[src/rtl/uart_pkg.sv]
// Shared UART definitions: data width, TX FIFO defaults and the launch controller state encoding.
package uart_pkg;

    localparam int WIDTH_DATA = 8;
    localparam int FIFO_WIDTH = WIDTH_DATA;
    localparam int FIFO_DEPTH = 16;

    typedef enum logic [1:0] {
        ST_IDLE = 2'd0,
        ST_SEND = 2'd1,
        ST_BUSY = 2'd2
    } tx_state_t;

endpackage

[src/rtl/uart_fifo_mem.sv]
// Dual-port register array for the TX FIFO: synchronous write, combinational read.
module uart_fifo_mem #(
    parameter int WIDTH = 8,
    parameter int DEPTH = 16,
    parameter int AW    = $clog2(DEPTH)
) (
    input  logic             clk,
    input  logic             wr_en,
    input  logic [AW-1:0]    wr_addr,
    input  logic [WIDTH-1:0] wr_data,
    input  logic [AW-1:0]    rd_addr,
    output logic [WIDTH-1:0] rd_data
);

    logic [WIDTH-1:0] mem [DEPTH];

    // Contents are intentionally not reset; occupancy tracking makes stale entries unreachable.
    always_ff @(posedge clk) begin
        if (wr_en) begin
            mem[wr_addr] <= wr_data;
        end
    end

    assign rd_data = mem[rd_addr];

endmodule

[src/rtl/uart_tx_fifo.sv]
// TX FIFO in front of a UART transmitter: buffers bytes and launches one frame at a time.
//
// state | meaning
// IDLE  | waiting for a queued byte and an idle transmitter
// SEND  | o_TX_valid high for one cycle, head byte on o_TX_DATA
// BUSY  | frame in flight, waiting for i_TX_done
module uart_tx_fifo
    import uart_pkg::*;
#(
    parameter int WIDTH = FIFO_WIDTH,
    parameter int DEPTH = FIFO_DEPTH
) (
    input  logic                       i_clk,
    input  logic                       i_rst_n,
    input  logic                       i_wr_en,
    input  logic [WIDTH-1:0]           i_wr_data,
    output logic                       o_full,
    output logic                       o_empty,
    output logic [$clog2(DEPTH):0]     o_count,
    output logic                       o_overflow,
    output logic                       o_TX_valid,
    output logic [WIDTH-1:0]           o_TX_DATA,
    input  logic                       i_TX_active,
    input  logic                       i_TX_done
);

    localparam int AW = $clog2(DEPTH);
    localparam int CW = AW + 1;

    logic [AW-1:0]    wr_ptr;
    logic [AW-1:0]    rd_ptr;
    logic [CW-1:0]    count;
    logic [WIDTH-1:0] head;
    logic             push;
    logic             pop;
    tx_state_t        state;
    tx_state_t        state_next;

    assign o_full  = (count == CW'(DEPTH));
    assign o_empty = (count == '0);
    assign o_count = count;

    // Full is judged on the pre-edge count, so a same-cycle pop never rescues a write.
    assign push = i_wr_en & ~o_full;
    assign pop  = (state == ST_IDLE) & ~o_empty & ~i_TX_active;

    uart_fifo_mem #(
        .WIDTH (WIDTH),
        .DEPTH (DEPTH),
        .AW    (AW)
    ) u_mem (
        .clk     (i_clk),
        .wr_en   (push),
        .wr_addr (wr_ptr),
        .wr_data (i_wr_data),
        .rd_addr (rd_ptr),
        .rd_data (head)
    );

    always_ff @(posedge i_clk or negedge i_rst_n) begin
        if (!i_rst_n) begin
            state <= ST_IDLE;
        end else begin
            state <= state_next;
        end
    end

    always_comb begin
        state_next = state;
        o_TX_valid = 1'b0;
        case (state)
            ST_IDLE: begin
                if (pop) begin
                    state_next = ST_SEND;
                end
            end
            ST_SEND: begin
                o_TX_valid = 1'b1;
                state_next = ST_BUSY;
            end
            ST_BUSY: begin
                if (i_TX_done) begin
                    state_next = ST_IDLE;
                end
            end
            default: begin
                state_next = ST_IDLE;
            end
        endcase
    end

    always_ff @(posedge i_clk or negedge i_rst_n) begin
        if (!i_rst_n) begin
            wr_ptr     <= '0;
            rd_ptr     <= '0;
            count      <= '0;
            o_TX_DATA  <= '0;
            o_overflow <= 1'b0;
        end else begin
            o_overflow <= i_wr_en & o_full;
            if (push) begin
                wr_ptr <= wr_ptr + AW'(1);
            end
            if (pop) begin
                rd_ptr    <= rd_ptr + AW'(1);
                o_TX_DATA <= head;
            end
            case ({push, pop})
                2'b10:   count <= count + CW'(1);
                2'b01:   count <= count - CW'(1);
                default: count <= count;
            endcase
        end
    end

endmodule

[config.mk]
export PLATFORM = sky130hd
export DESIGN_NAME = uart_tx_fifo
export DESIGN_NICKNAME = d
export VERILOG_FILES = /design/src/rtl/uart_pkg.sv /design/src/rtl/uart_fifo_mem.sv /design/src/rtl/uart_tx_fifo.sv
export SDC_FILE = /design/constraint.sdc
export NUM_CORES = 1
export LEC_CHECK = 0
export ABC_CLOCK_PERIOD_IN_PS = 4950
export BUFFER_PORTS_ARGS = -buffer_cell sky130_fd_sc_hd__buf_2
export CAP_MARGIN = 5
export CORE_ASPECT_RATIO = 1.1
export CORE_MARGIN = 2
export CORE_UTILIZATION = 30
export DETAILED_ROUTE_END_ITERATION = 10
export PLACE_DENSITY_LB_ADDON = 0.2
export SYNTH_ARGS = -nofsm -noshare
export SYNTH_HDL_FRONTEND = slang
export SYNTH_SLANG_ARGS = --single-unit
[constraint.sdc]
create_clock -name i_clk -period 4.95 [get_ports i_clk]
set_input_delay 0.495 -clock i_clk [delete_from_list [all_inputs] [get_ports i_clk]]
set_output_delay 0.495 -clock i_clk [all_outputs]
set_load 0.02 [all_outputs]
; ---- Word level (Yosys, flattened, before mapping)
; Memory sizes are Yosys's and may differ from the RTL's. A register that Yosys moved wholly into a read port is not among the register bits.
; Index checks and enable logic that the tools add are counted.
[totals]
register_bits = 16
ramBits = 128
input_bits = 13
out_inout_bits = 17
word_cells = 36
memories = 1
[memory_table]
columns = memory, words, word_bits, rd, rd_ports_with_merged_regs, wr, line
row1 = u_mem.mem, 16, 8, 1, 1, 1, uart_fifo_mem.sv:15  ; logic [WIDTH-1:0] mem [DEPTH];
[op_classes]
n_addsub = 4
n_eq_ne = 7
muxes = 7
n_bitwise = 7
n_reduce_logical = 5
[ops]
columns = cell, n
row1 = $pmux W5 S2, 1
row2 = $add A4 B1 Y4 const B, 2
row3 = $pmux W2 S3, 1
row4 = $add A5 B1 Y5 const B, 1
row5 = $eq A5 B5 Y1 const B, 1
row6 = $logic_not A5 Y1, 1
row7 = $sub A5 B1 Y5 const B, 1
row8 = $and A1 B1 Y1, 4
row9 = $eq A2 B1 Y1 const B, 2
row10 = $eq A2 B2 Y1 const B, 2
row11 = $mux W2, 2
row12 = $ne A2 B2 Y1 const B, 2
row13 = $mux W1, 3
row14 = $not A1 Y1, 3
row15 = $logic_not A2 Y1, 1
row16 = $reduce_and A2 Y1, 1
row17 = $reduce_bool A2 Y1, 1
row18 = $logic_not A1 Y1, 1

; ---- Logic depth before layout (Yosys ltp)
; Gate-level depths: netlist of the first run.
[depth]
depth_word = 6
ltp_mapped = 10
depth_no_buf = 9

; ---- Cells and area by module
; Synthesis of the first run repeated with hierarchy kept, for this count alone.
[unflattened]
hier_cells = 318
area_unflattened_um2 = 6173.4
[modules_own_cells]
columns = module, instances, cells_per_inst, area_each_um2, seq_area_each_um2
row1 = uart_fifo_mem, 1, 221, 4987.3, 3843.7
row2 = uart_tx_fifo, 1, 97, 1186.1, 600.6

; ---- Worst setup path before layout of the first run
; No wires, ideal clock.
[synth_timing]
path_kind = register to register
from = register count[1], in the netlist o_count[1]
to = register count[4], in the netlist o_count[4]
setup_time_ns = 0.081
arrival_ns = 2.760
required_ns = 4.869
setup_slack_ns = 2.109
path_stages_with_launch = 11
path_buffers = 1
period_less_slack_ns = 2.841
path_cell_list = dfrtp_1 or4_1 o21ai_1 buf_2 inv_2 ha_1 fa_1 a21o_1 a21oi_1 mux2i_1 xnor2_1
[synth_between]
elab_chain_len = 6
elab_cells_between_ends = 13
classes_between = add/sub: 2 / eq/ne: 3 / mux: 1 / bitwise: 5 / reduce/logical: 2
[synth_rtl]
columns = element, line
row1 = "start, declared", uart_tx_fifo.sv:32  ; logic [CW-1:0] count;
row2 = "start signal, assigned", uart_tx_fifo.sv:109  ; 2'b10: count <= count + CW'(1);
row3 = "start signal, assigned", uart_tx_fifo.sv:110  ; 2'b01: count <= count - CW'(1);
row4 = "start signal, assigned", uart_tx_fifo.sv:111  ; default: count <= count;
row5 = $logic_not A5 Y1 (*), uart_tx_fifo.sv:40  ; assign o_empty = (count == '0);
row6 = $not A1 Y1 (*), uart_tx_fifo.sv:45  ; assign pop = (state == ST_IDLE) & ~o_empty & ~i_TX_active;
row7 = $and A1 B1 Y1 (*) (2 in a row), uart_tx_fifo.sv:45
row8 = named net pop, uart_tx_fifo.sv:35  ; logic pop;
row9 = $eq A2 B1 Y1 or $eq A2 B2 Y1 (tied branches), uart_tx_fifo.sv:108  ; case ({push, pop})
row10 = $pmux W5 S2 or $reduce_bool A2 Y1 (tied branches), -
; The timed path passes the listed nets; every way through them passes the cells marked *.
; A chain may end at the register's enable or synchronous reset.

; ---- Worst setup path after layout of the first run
[layout_timing]
from = register count[0], in the netlist o_count[0]
to = register count[4], in the netlist o_count[4]
; The elaborated chain is that of the path after synthesis.

==> results of run 1 <==
## registers in the layout, summed over array words and instances (netlist names)
name	cells
o_overflow	1
rd_ptr	4
wr_ptr	4
o_TX_DATA	8
o_count	5
state	2
u_mem.mem	128
## worst max-delay path by stage
stage	startpoint	end	slack [ns]	cells past startpoint
after global placement	o_count[0]$_DFFE_PN0P_	o_count[4]$_DFFE_PN0P_	1.99	10
after detailed placement	o_count[0]$_DFFE_PN0P_	o_count[4]$_DFFE_PN0P_	1.94	10
after floorplan	o_count[1]$_DFFE_PN0P_	o_count[4]$_DFFE_PN0P_	2.11	10
final	o_count[0]$_DFFE_PN0P_	o_count[4]$_DFFE_PN0P_	1.94	10
after global routing	o_count[0]$_DFFE_PN0P_	o_count[4]$_DFFE_PN0P_	1.76	10
after CTS	o_count[0]$_DFFE_PN0P_	o_count[4]$_DFFE_PN0P_	1.91	10
## synth_stat cells, types with 4 or more instances
master | instances | area, um2
a211o_1 | 5 | 43.8
a21oi_1 | 7 | 35.0
a22o_1 | 5 | 43.8
buf_2 | 6 | 30.0
dfrtp_1 | 24 | 601
edfxtp_1 | 128 | 3840
ha_1 | 9 | 113
inv_1 | 4 | 15.0
mux2_2 | 4 | 45.0
mux2i_1 | 12 | 120
mux4_1 | 12 | 315
mux4_2 | 20 | 450
nand2_1 | 15 | 56.3
nor2_1 | 14 | 52.6
nor2b_1 | 7 | 43.8
nor3_1 | 5 | 25.0
o21ai_0 | 6 | 30.0
xnor2_1 | 9 | 78.8
## power by group through the flow
| stage | Combinational [mW] | Sequential, mW | Clock (mW) |
|---|---|---|---|
| after floorplan | 0.925 | 1.76 | 0 |
| after global placement | 1.18 | 1.82 | 0 |
| after detailed placement | 1.19 | 1.82 | 0 |
| after CTS | 1.20 | 1.80 | 1.36 |
| after global routing | 1.28 | 1.83 | 1.42 |
| final | 1.16 | 1.79 | 1.33 |
## critical path, cell delays in order, from the launching register on
cell     delay [ns]
dfrtp_1        0.46
or4_1          0.56
o21ai_1        0.15
buf_4          0.26
inv_2          0.08
ha_1           0.27
fa_1           0.43
a21o_1         0.17
a21oi_1        0.18
mux2i_1        0.23
xnor2_1        0.14
## routing by layer
metal / vias up / part of all wire / track usage
met5: - / 0 / 0
met4: 0 / 0.015 / 0.0433
met3: 16 / 0.036 / 0.0322
met2: 60 / 0.50 / 0.203
met1: 1548 / 0.44 / 0.153
li1: 1345 / - / -
## cells by family after synthesis
group,synth area share
xor+xnor,0.0142
buf+inv,0.0230
flops,0.722
compound gates,0.0292
simple gates,0.0394
mux,0.151
fa+ha+maj,0.0215
## cell usage in the layout, fill, tap and decap left out, types with 4 or more instances in the layout
cell type	n
dfrtp_1	23
a22o_1	5
buf_4	7
nand2_1	15
clkbuf_16	22
inv_1	4
mux2i_1	12
buf_2	29
clkbuf_1	4
mux4_1	12
nor2b_1	7
clkbuf_8	4
mux2_2	4
mux4_2	20
nor3_1	4
edfxtp_1	128
o21ai_0	6
nor2_1	14
a211o_1	5
ha_1	9
a21oi_1	7
xnor2_1	9
## final cells by class
type / count / area share
clock buffer: 30 / 0.0863
clock inverter: 2 / 0.00191
sequential: 152 / 0.618
inverter: 5 / 0.00261
multi-input combinational: 146 / 0.220
timing repair buffer: 36 / 0.0275
tap: 252 / 0.0438
## metrics by stage
step                      std cells  area [um2]  hold slack, ns
final                           623        7190          0.0715
after global placement          591        6560           0.517
after global routing            623        7190           0.110
after detailed placement        591        6560           0.513
after CTS                       623        7190          0.0730
after floorplan                 319        6160           0.199
==> impl_metrics.csv, run 1 <==
group,metric,value,unit
die,die_x,141,um
clock_network,cts_resized,0,
drt,dr_total_vias,2969,
drt,drt-total-wl,12.3,mm
global_route,grt_max_degree,32,
placement,hpwl,7.75,mm
yosys,syn_nets,342,
setup_path,worstReg2RegStart,"o_count[0]$_DFFE_PN0P_",
die,pin_count,30,
global_route,grt_pass1_vias,3158,
placement,place_congestion,0.710,
timing,period_minus_slack,3.01,ns
timing,final-hold-violation-count,0,
power_and_ir_drop,power_leakage,2.56,nW
yosys,ys_warn_count,0,
die,core_area,20000,um2
clock_network,clkSinkCount,152,
timing,finalSetupViolCount,0,
drt,drc,0,
clock_network,htreeDepth,4,
placement,placement.io_buffers,29,
power_and_ir_drop,netSwitchingPower,1.29,mW
timing,relSlewSlack,0.291,
setup_path,endpoint_kind,"flop",
finish,fin_nets,381,
yosys,synth_cell_types,38,
setup_path,path_class,"reg2reg",
clock_network,numCtsBuffers,17,
power_and_ir_drop,clkPwrFrac,0.310,
setup_path,rr_endpoint,"o_count[4]$_DFFE_PN0P_",
flow_run,drv_cap,0,
timing,maxSlewViolCount,0,
clock_network,cts_buffer_depth,2,
finish,drive_gt1_frac,0.248,
finish,seq_area,4450,um2
timing,max_freq,332,MHz
global_route,antenna_found_initial,0,
yosys,yosysSeqAreaShare,0.722,
finish,fin_util,0.360,
global_route,overflow,0,
timing,rsz0062_at_grt,"no",
drt,dr.pass1.iters,4,
min_path,hold_path_class,"in2async",
power_and_ir_drop,power.share.combinational,0.271,
finish,antennaDiodeCount,0,
yosys,synth-edff-count,128,
drt,ant_nets,0,
global_route,grt_pass1_wl,19.2,mm
die,rows,54,
setup_path,cp.required,5.28,ns
clock_network,clkTransAtPathRegs,0.06,ns
drt,initialDrtViolationCount,164,
power_and_ir_drop,total_power,4.29,mW
placement,dp_slack,1.94,ns
yosys,syn_avg_cell_area,19.3,um2
timing,tightest_slew,1.06,ns
power_and_ir_drop,switching_share,0.301,
power_and_ir_drop,p_int,3.00,mW
yosys,async_flop_share,0.158,
clock_network,cts_hold_buf,0,
power_and_ir_drop,vdd_drop_max,0.261,mV
outcome,status,"finished clean",
drt,via_per_inst,4.77,
setup_path,cp_max_fo,20,
setup_path,r2r_slack,1.94,ns
die,die_area,21700,um2
clock_network,root_buffer,"clkbuf_16",
drt,wl_per_cell,19.8,um
timing,layout_setup_ws,1.94,ns
clock_network,tritoncts,"yes",
yosys,synth_seq_cells,152,
finish,area_growth,16.7,%
setup_path,r2r_cells,10,
clock_network,clk_latency,0.41,ns
power_and_ir_drop,powerDensity,596,nW/um2
clock_network,postCtsSetupBuffers,0,
finish,multi_input_area,1580,um2
finish,n_fill_cell,1895,
die,die_h,154,um
yosys,synthFlopType,"edfxtp_1",
yosys,syn_inst,319,
global_route,grt_use_total,0.122,
setup_path,startpoint_type,"flop",
yosys,synth_area,6160,um2
timing,final.period_utilization,0.608,
power_and_ir_drop,seqPwrFrac,0.418,
die,start_util,0.308,
setup_path,cp.arrival,3.34,ns
timing,fin_worst_skew,0.00886,ns
timing,finalSetupTns,0,ns
Power figures use the tool's default switching activity.
==> run 2: changes to the inputs <==
--- a/config.mk
+++ b/config.mk
@@ -5,7 +5,8 @@
 export SDC_FILE = /design/constraint.sdc
 export NUM_CORES = 1
 export LEC_CHECK = 0
-export ABC_CLOCK_PERIOD_IN_PS = 4950
+export ABC_AREA = 1
+export ABC_CLOCK_PERIOD_IN_PS = 2520
 export BUFFER_PORTS_ARGS = -buffer_cell sky130_fd_sc_hd__buf_2
 export CAP_MARGIN = 5
 export CORE_ASPECT_RATIO = 1.1
==> constraint.sdc (replaced) <==
create_clock -name i_clk -period 2.52 [get_ports i_clk]
set_input_delay 0.252 -clock i_clk [delete_from_list [all_inputs] [get_ports i_clk]]
set_output_delay 0.252 -clock i_clk [all_outputs]
set_load 0.02 [all_outputs]
==> run 2 against run 1 <==
  * Critical path depth rose by 2
  * Worst hold slack worse by 0.011 ns
  * Wire length is 34% higher
  * Register-to-register slack got worse by 1.6 ns
  * Non-clock buffer count rose by 22
==> impl_metrics.csv, run 2 <==
group,metric,value,unit
clock_network,clk_latency,0.42,ns
yosys,yosysSeqAreaShare,0.656,
die,core_area,22100,um2
yosys,post-synth-top-count-cell,"nand2_1",
die,start_util,0.307,
yosys,syn_inst,679,
yosys,synthTopCellsByCount,"230 x nand2_1, 128 x edfxtp_1, 117 x inv_1",
setup_path,cp_top_family,"simple AND/OR/NAND/NOR gates",
die,rows,57,
die,die_h,162,um
global_route,grt_pass1_vias,4647,
die,die_x,147,um
yosys,synth_area,6780,um2
power_and_ir_drop,power_leakage,3.54,nW
die,pin_count,30,
power_and_ir_drop,powerDensity,1130,nW/um2
drt,m1WireLength,7.47,mm
finish,largest_reg_flops,128,
drt,top_layer,"met4",
timing,layout_setup_ws,0.295,ns
timing,finalSetupTns,0,ns
timing,finalSetupViolCount,0,
drt,ant_nets,0,
finish,final_cell_mix,"229 x nand2_1, 128 x edfxtp_1, 117 x inv_1",
setup_path,crit_buf_inv,1,
setup_path,cp.arrival,2.59,ns
setup_path,path_class,"reg2reg",
timing,final-hold-violation-count,0,
global_route,grt_pass1_wl,26.3,mm
yosys,synth.area.top_cells,"edfxtp_1 57%, nand2_1 13%, dfrtp_1 8.9%, nand3_1 7.2%, inv_1 6.5%",
timing,fin_worst_skew,0.00663,ns
finish,largest_register,"u_mem.mem",
yosys,syn_avg_cell_area,9.98,um2
drt,met3_length,665,um
yosys,synthFlopType,"edfxtp_1",
setup_path,endpoint_kind,"flop",
setup_path,cp_cell_sequence,"nor4_2, nand2_1, nand2_2, inv_1, ha_2, fa_1, a21oi_1, nor2_1, nor2_1, xor2_1, nand2_1, nand2_1",
setup_path,worst_path_max_delay_cell,"fa_1",
drt,dr.pass1.iters,5,
yosys,synth_largest_area_cell,"edfxtp_1",
yosys,async_flop_share,0.158,
drt,dr_total_vias,4617,
finish,fin_nets,750,
clock_network,cts_buffer_depth,2,
placement,place_congestion,0.832,
timing,maxSlewViolCount,0,
drt,drt-total-wl,16.5,mm
outcome,status,"finished clean",
finish,antennaDiodeCount,0,
global_route,antenna_found_initial,1,
timing,period_minus_slack,2.23,ns
yosys,ys_warn_count,0,
placement,hpwl,10.6,mm
timing,max_freq,449,MHz
clock_network,numCtsBuffers,17,
finish,n_fill_cell,2266,
timing,final.period_utilization,0.883,
die,die_area,23800,um2
drt,initialDrtViolationCount,371,
min_path,hold_path_class,"in2reg",
global_route,overflow,0,
finish,final_common_cell,"nand2_1",
global_route,grt_use_total,0.148,
setup_path,cp_common_cell,"nand2_1",
yosys,syn_nets,702,
drt,wl_met2,8.03,mm
finish,drive_gt1_frac,0.116,
drt,via_per_inst,4.47,
timing,tightest_slew,1.14,ns
clock_network,htreeDepth,4,
setup_path,cpPeakStageDelay,0.41,ns
clock_network,tritoncts,"yes",
placement,placement.io_buffers,29,
global_route,grt_max_degree,68,
drt,wl_per_cell,16.0,um
power_and_ir_drop,vdd_drop_max,0.477,mV
yosys,synth_top_area_frac,0.567,
setup_path,startpoint_type,"flop",
setup_path,cp.required,2.88,ns
clock_network,clkSinkCount,152,
clock_network,postCtsSetupBuffers,0,
finish,area_growth,17.8,%
yosys,synth_cell_types,24,
clock_network,root_buffer,"clkbuf_16",
finish,seq_area,4450,um2
placement,dp_slack,0.240,ns
drt,drc,0,
flow_run,drv_cap,0,
timing,rsz0062_at_grt,"no",
yosys,synth_seq_cells,152,
clock_network,clkTransAtPathRegs,0.06,ns
timing,relSlewSlack,0.236,
setup_path,cp_max_fo,5,
yosys,synth-edff-count,128,
finish,multi_input_area,1730,um2
-- run 2: cell families after synthesis --
group,Yosys count,synth area share
compound gates,9,0.00757
xor+xnor,7,0.00905
fa+ha+maj,10,0.0196
buf+inv,148,0.0897
flops,152,0.656
simple gates,353,0.218
-- run 2: per-stage QoR --
stage	total power [mW]	util	hold WS, ns	cells	cell area, um2
final	9.05	0.361	0.0604	1034	7990
after global placement	6.46	0.333	0.270	1000	7360
after global routing	9.64	0.361	0.0694	1034	7990
after floorplan	5.39	-	-0.0436	679	6780
after CTS	9.12	0.361	0.0451	1033	7980
after detailed placement	6.52	0.333	0.290	1000	7360
-- run 2: metal layers --
layer,vias to the layer above,global-route usage
li1,2268,-
met1,2232,0.186
met2,94,0.248
met3,23,0.0367
met4,0,0.0511
met5,-,0
-- run 2: worst paths after layout --
kind / from / endpoint / slack [ns] / depth (start not counted)
max: o_count[1]$_DFFE_PN0P_ / o_count[4]$_DFFE_PN0P_ / 0.29 / 12
min in group asynchronous: i_rst_n / state[1]$_DFFE_PN0P_ / 0.36 / 2
max reg2reg: o_count[1]$_DFFE_PN0P_ / o_count[4]$_DFFE_PN0P_ / 0.29 / 12
max in group asynchronous: i_rst_n / rd_ptr[0]$_DFFE_PN0P_ / 1.75 / 2
min: i_wr_en / o_overflow$_DFF_PN0_ / 0.06 / 3
min reg2reg: o_TX_DATA[7]$_DFFE_PN0P_ / o_TX_DATA[7]$_DFFE_PN0P_ / 0.48 / 2
-- run 2: worst min-delay path: cells and delay by family --
kind / cells / cell delay (ns)
buffers and inverters: 2 / 0.15
and+or+nand+nor: 1 / 0.04
-- run 2: report_power, final --
group | internal (mW) | leakage (nW) | switching [mW] | total (mW)
Combinational | 0.993 | 1.81 | 2.17 | 3.16
Clock | 1.63 | 0.280 | 0.956 | 2.59
Sequential | 3.09 | 1.45 | 0.209 | 3.30
-- run 2: layout make-up --
| class | instances | share of cell area |
|---|---|---|
| clock inverters | 11 | 0.0194 |
| well taps | 295 | 0.0462 |
| flip-flops and latches | 152 | 0.557 |
| clock buffers | 20 | 0.0547 |
| multi-input cells | 379 | 0.217 |
| inverters | 119 | 0.0559 |
| repair buffers | 58 | 0.0504 |
-- run 2: repair_timing --
action	4_1_cts	5_1_grt
setup endpoints to repair	0	1
gates resized for setup	0	2
endpoints found under the hold margin	25	0
hold buffers	2	0
==> run 3: changes to the inputs <==
--- a/config.mk
+++ b/config.mk
@@ -11,7 +11,7 @@
 export CAP_MARGIN = 5
 export CORE_ASPECT_RATIO = 1.1
 export CORE_MARGIN = 2
-export CORE_UTILIZATION = 30
+export CORE_UTILIZATION = 31
 export DETAILED_ROUTE_END_ITERATION = 10
 export PLACE_DENSITY_LB_ADDON = 0.2
 export SYNTH_ARGS = -nofsm -noshare
==> run 3 against run 2 <==
  * Sequential share of layout area is 0.64 points higher
  * Die area is 3.1% lower
  * Clock power hardly changed
  * Cell count is 1.3% lower
  * Utilization is 0.83 points higher
  * Count of clock-buffer cells in the layout is 2 lower
  * Critical endpoint unchanged
==> impl_metrics.csv, run 3 (synthesis results as in run 2) <==
group,metric,value,unit
outcome,status,"finished clean",
placement,place_congestion,0.835,
setup_path,path_class,"reg2reg",
finish,fin_cells,1021,
clock_network,htreeDepth,4,
drt,dr_total_vias,4556,
finish,largest_reg_flops,128,
global_route,grt_pass1_wl,25.9,mm
drt,via_per_inst,4.46,
clock_network,tritoncts,"yes",
setup_path,cp_top_family,"simple AND/OR/NAND/NOR gates",
power_and_ir_drop,vdd_drop_max,0.492,mV
setup_path,cp_max_fo,5,
setup_path,crit_start,"o_count[2]$_DFFE_PN0P_",
setup_path,startpoint_type,"flop",
timing,finalSetupViolCount,0,
setup_path,worst_path_max_delay_cell,"dfrtp_1",
timing,layout_setup_ws,0.254,ns
clock_network,postCtsSetupBuffers,0,
finish,area_growth,16.5,%
setup_path,crit_path_end,"o_count[4]$_DFFE_PN0P_",
placement,placement.io_buffers,29,
timing,max_freq,441,MHz
setup_path,worstReg2RegStart,"o_count[2]$_DFFE_PN0P_",
drt,drt-total-wl,16.4,mm
timing,final-hold-violation-count,0,
timing,timing.hold.ws,0.0513,ns
placement,dp_slack,0.141,ns
die,die_x,145,um
timing,relSlewSlack,0.236,
drt,ant_nets,0,
global_route,grt_pass1_vias,4591,
power_and_ir_drop,powerDensity,1130,nW/um2
setup_path,r2r_slack,0.25,ns
timing,final.period_utilization,0.899,
clock_network,clkSinkCount,152,
power_and_ir_drop,power_leakage,3.49,nW
timing,tightest_slew,1.14,ns
flow_run,drv_cap,0,
finish,fin_nets,741,
finish,final_common_cell,"nand2_1",
power_and_ir_drop,clkPwrFrac,0.293,
drt,drc,0,
drt,dr.pass1.iters,5,
finish,final_cell_mix,"230 x nand2_1, 128 x edfxtp_1, 117 x inv_1",
timing,finalSetupTns,0,ns
power_and_ir_drop,seqPwrFrac,0.369,
clock_network,clk_latency,0.42,ns
clock_network,numCtsBuffers,17,
setup_path,r2r_cells,11,
global_route,grt_use_total,0.147,
clock_network,clkTransAtPathRegs,0.06,ns
setup_path,cp.arrival,2.63,ns
timing,maxSlewViolCount,0,
power_and_ir_drop,netSwitchingPower,3.31,mW
die,die_h,159,um
min_path,hold_depth,3,
placement,hpwl,10.7,mm
finish,largest_register,"u_mem.mem",
die,core_area,21400,um2
placement,dp_cells,987,
setup_path,cp_cell_sequence,"nor4_2, nand2_1, nand2_1, ha_2, ha_1, a21oi_1, nor2_1, nor2_1, xor2_1, nand2_1, nand2_1",
global_route,grt_max_degree,36,
setup_path,rr_endpoint,"o_count[4]$_DFFE_PN0P_",
die,die_area,23100,um2
timing,rsz0062_at_grt,"no",
power_and_ir_drop,switching_share,0.370,
setup_path,endpoint_kind,"flop",
power_and_ir_drop,p_int,5.65,mW
finish,antennaDiodeCount,0,
clock_network,cts_buffer_depth,2,
setup_path,cpPeakStageDelay,0.43,ns
timing,fin_worst_skew,0.00496,ns
global_route,overflow,0,
power_and_ir_drop,power.share.combinational,0.339,
min_path,hold_path_class,"in2reg",
setup_path,cp.depth,11,
setup_path,cp.required,2.88,ns
die,start_util,0.317,
setup_path,crit_buf_inv,0,
timing,period_minus_slack,2.27,ns
die,pin_count,30,
die,rows,56,
finish,fin_util,0.369,
clock_network,root_buffer,"clkbuf_16",
finish,drive_gt1_frac,0.111,
setup_path,cp_common_cell,"nand2_1",
global_route,antenna_found_initial,0,
drt,wl_per_cell,16.1,um
drt,initialDrtViolationCount,287,
-- run 3: cell types whose count changed in the layout (fill, tap and decap cells not counted), moves of 2 or more --
cell	before	now
buf_12	3	0
buf_4	23	18
clkinv_4	0	2
clkbuf_1	3	1
-- run 3: layer usage --
metal / global-route usage / part of all wire / up-vias
li1: - / - / 2255
met1: 0.187 / 0.44 / 2176
met2: 0.247 / 0.50 / 103
met3: 0.0318 / 0.037 / 22
met4: 0.0576 / 0.024 / 0
met5: 0 / 0 / -
-- run 3: worst reg2reg max path, cell delays in order (launching register included) --
cell and delay [ns]:
dfrtp_1 0.43, nor4_2 0.32, nand2_1 0.14, nand2_1 0.14, ha_2 0.26, ha_1 0.28
a21oi_1 0.18, nor2_1 0.06, nor2_1 0.11, xor2_1 0.15, nand2_1 0.07, nand2_1 0.06
-- run 3: power groups by stage --
stage               clock, mW  combinational, mW  sequential (mW)
floorplan                   0               1.97             3.42
global placement            0               3.04             3.34
detailed placement          0               3.05             3.35
CTS                      2.67               3.06             3.30
global route             2.78               3.39             3.35
finish                   2.62               3.04             3.30
-- run 3: area by class of cell --
type | instances | area (um2)
Fill cell | 2106 | 13500
Sequential cell | 152 | 4450
Multi-Input combinational cell | 379 | 1730
Inverter | 119 | 447
Clock buffer | 18 | 429
Tap cell | 290 | 363
Timing Repair Buffer | 49 | 300
Clock inverter | 14 | 181
-- run 3: how the worst min path moves through the flow --
stage	start	to	slack, ns
after floorplan	i_rst_n	o_TX_DATA[0]$_DFFE_PN0P_	-0.04
after global placement	i_rst_n	state[0]$_DFFE_PN0P_	0.28
after detailed placement	i_rst_n	state[0]$_DFFE_PN0P_	0.30
after CTS	i_wr_en	o_overflow$_DFF_PN0_	0.03
after global routing	i_wr_en	o_overflow$_DFF_PN0_	0.06
final	i_wr_en	o_overflow$_DFF_PN0_	0.05
-- run 3: metrics by stage --
stage | area [um2] | power, mW
detailed placement | 7260 | 6.40
global route | 7900 | 9.52
CTS | 7890 | 9.04
global placement | 7260 | 6.38
floorplan | 6780 | 5.39
finish | 7900 | 8.96
-- run 3: timing repair --
action,in CTS,in global routing
hold buffers,2,0
setup endpoints to repair,0,1
gates resized for setup,0,2
endpoints found under the hold margin,25,0
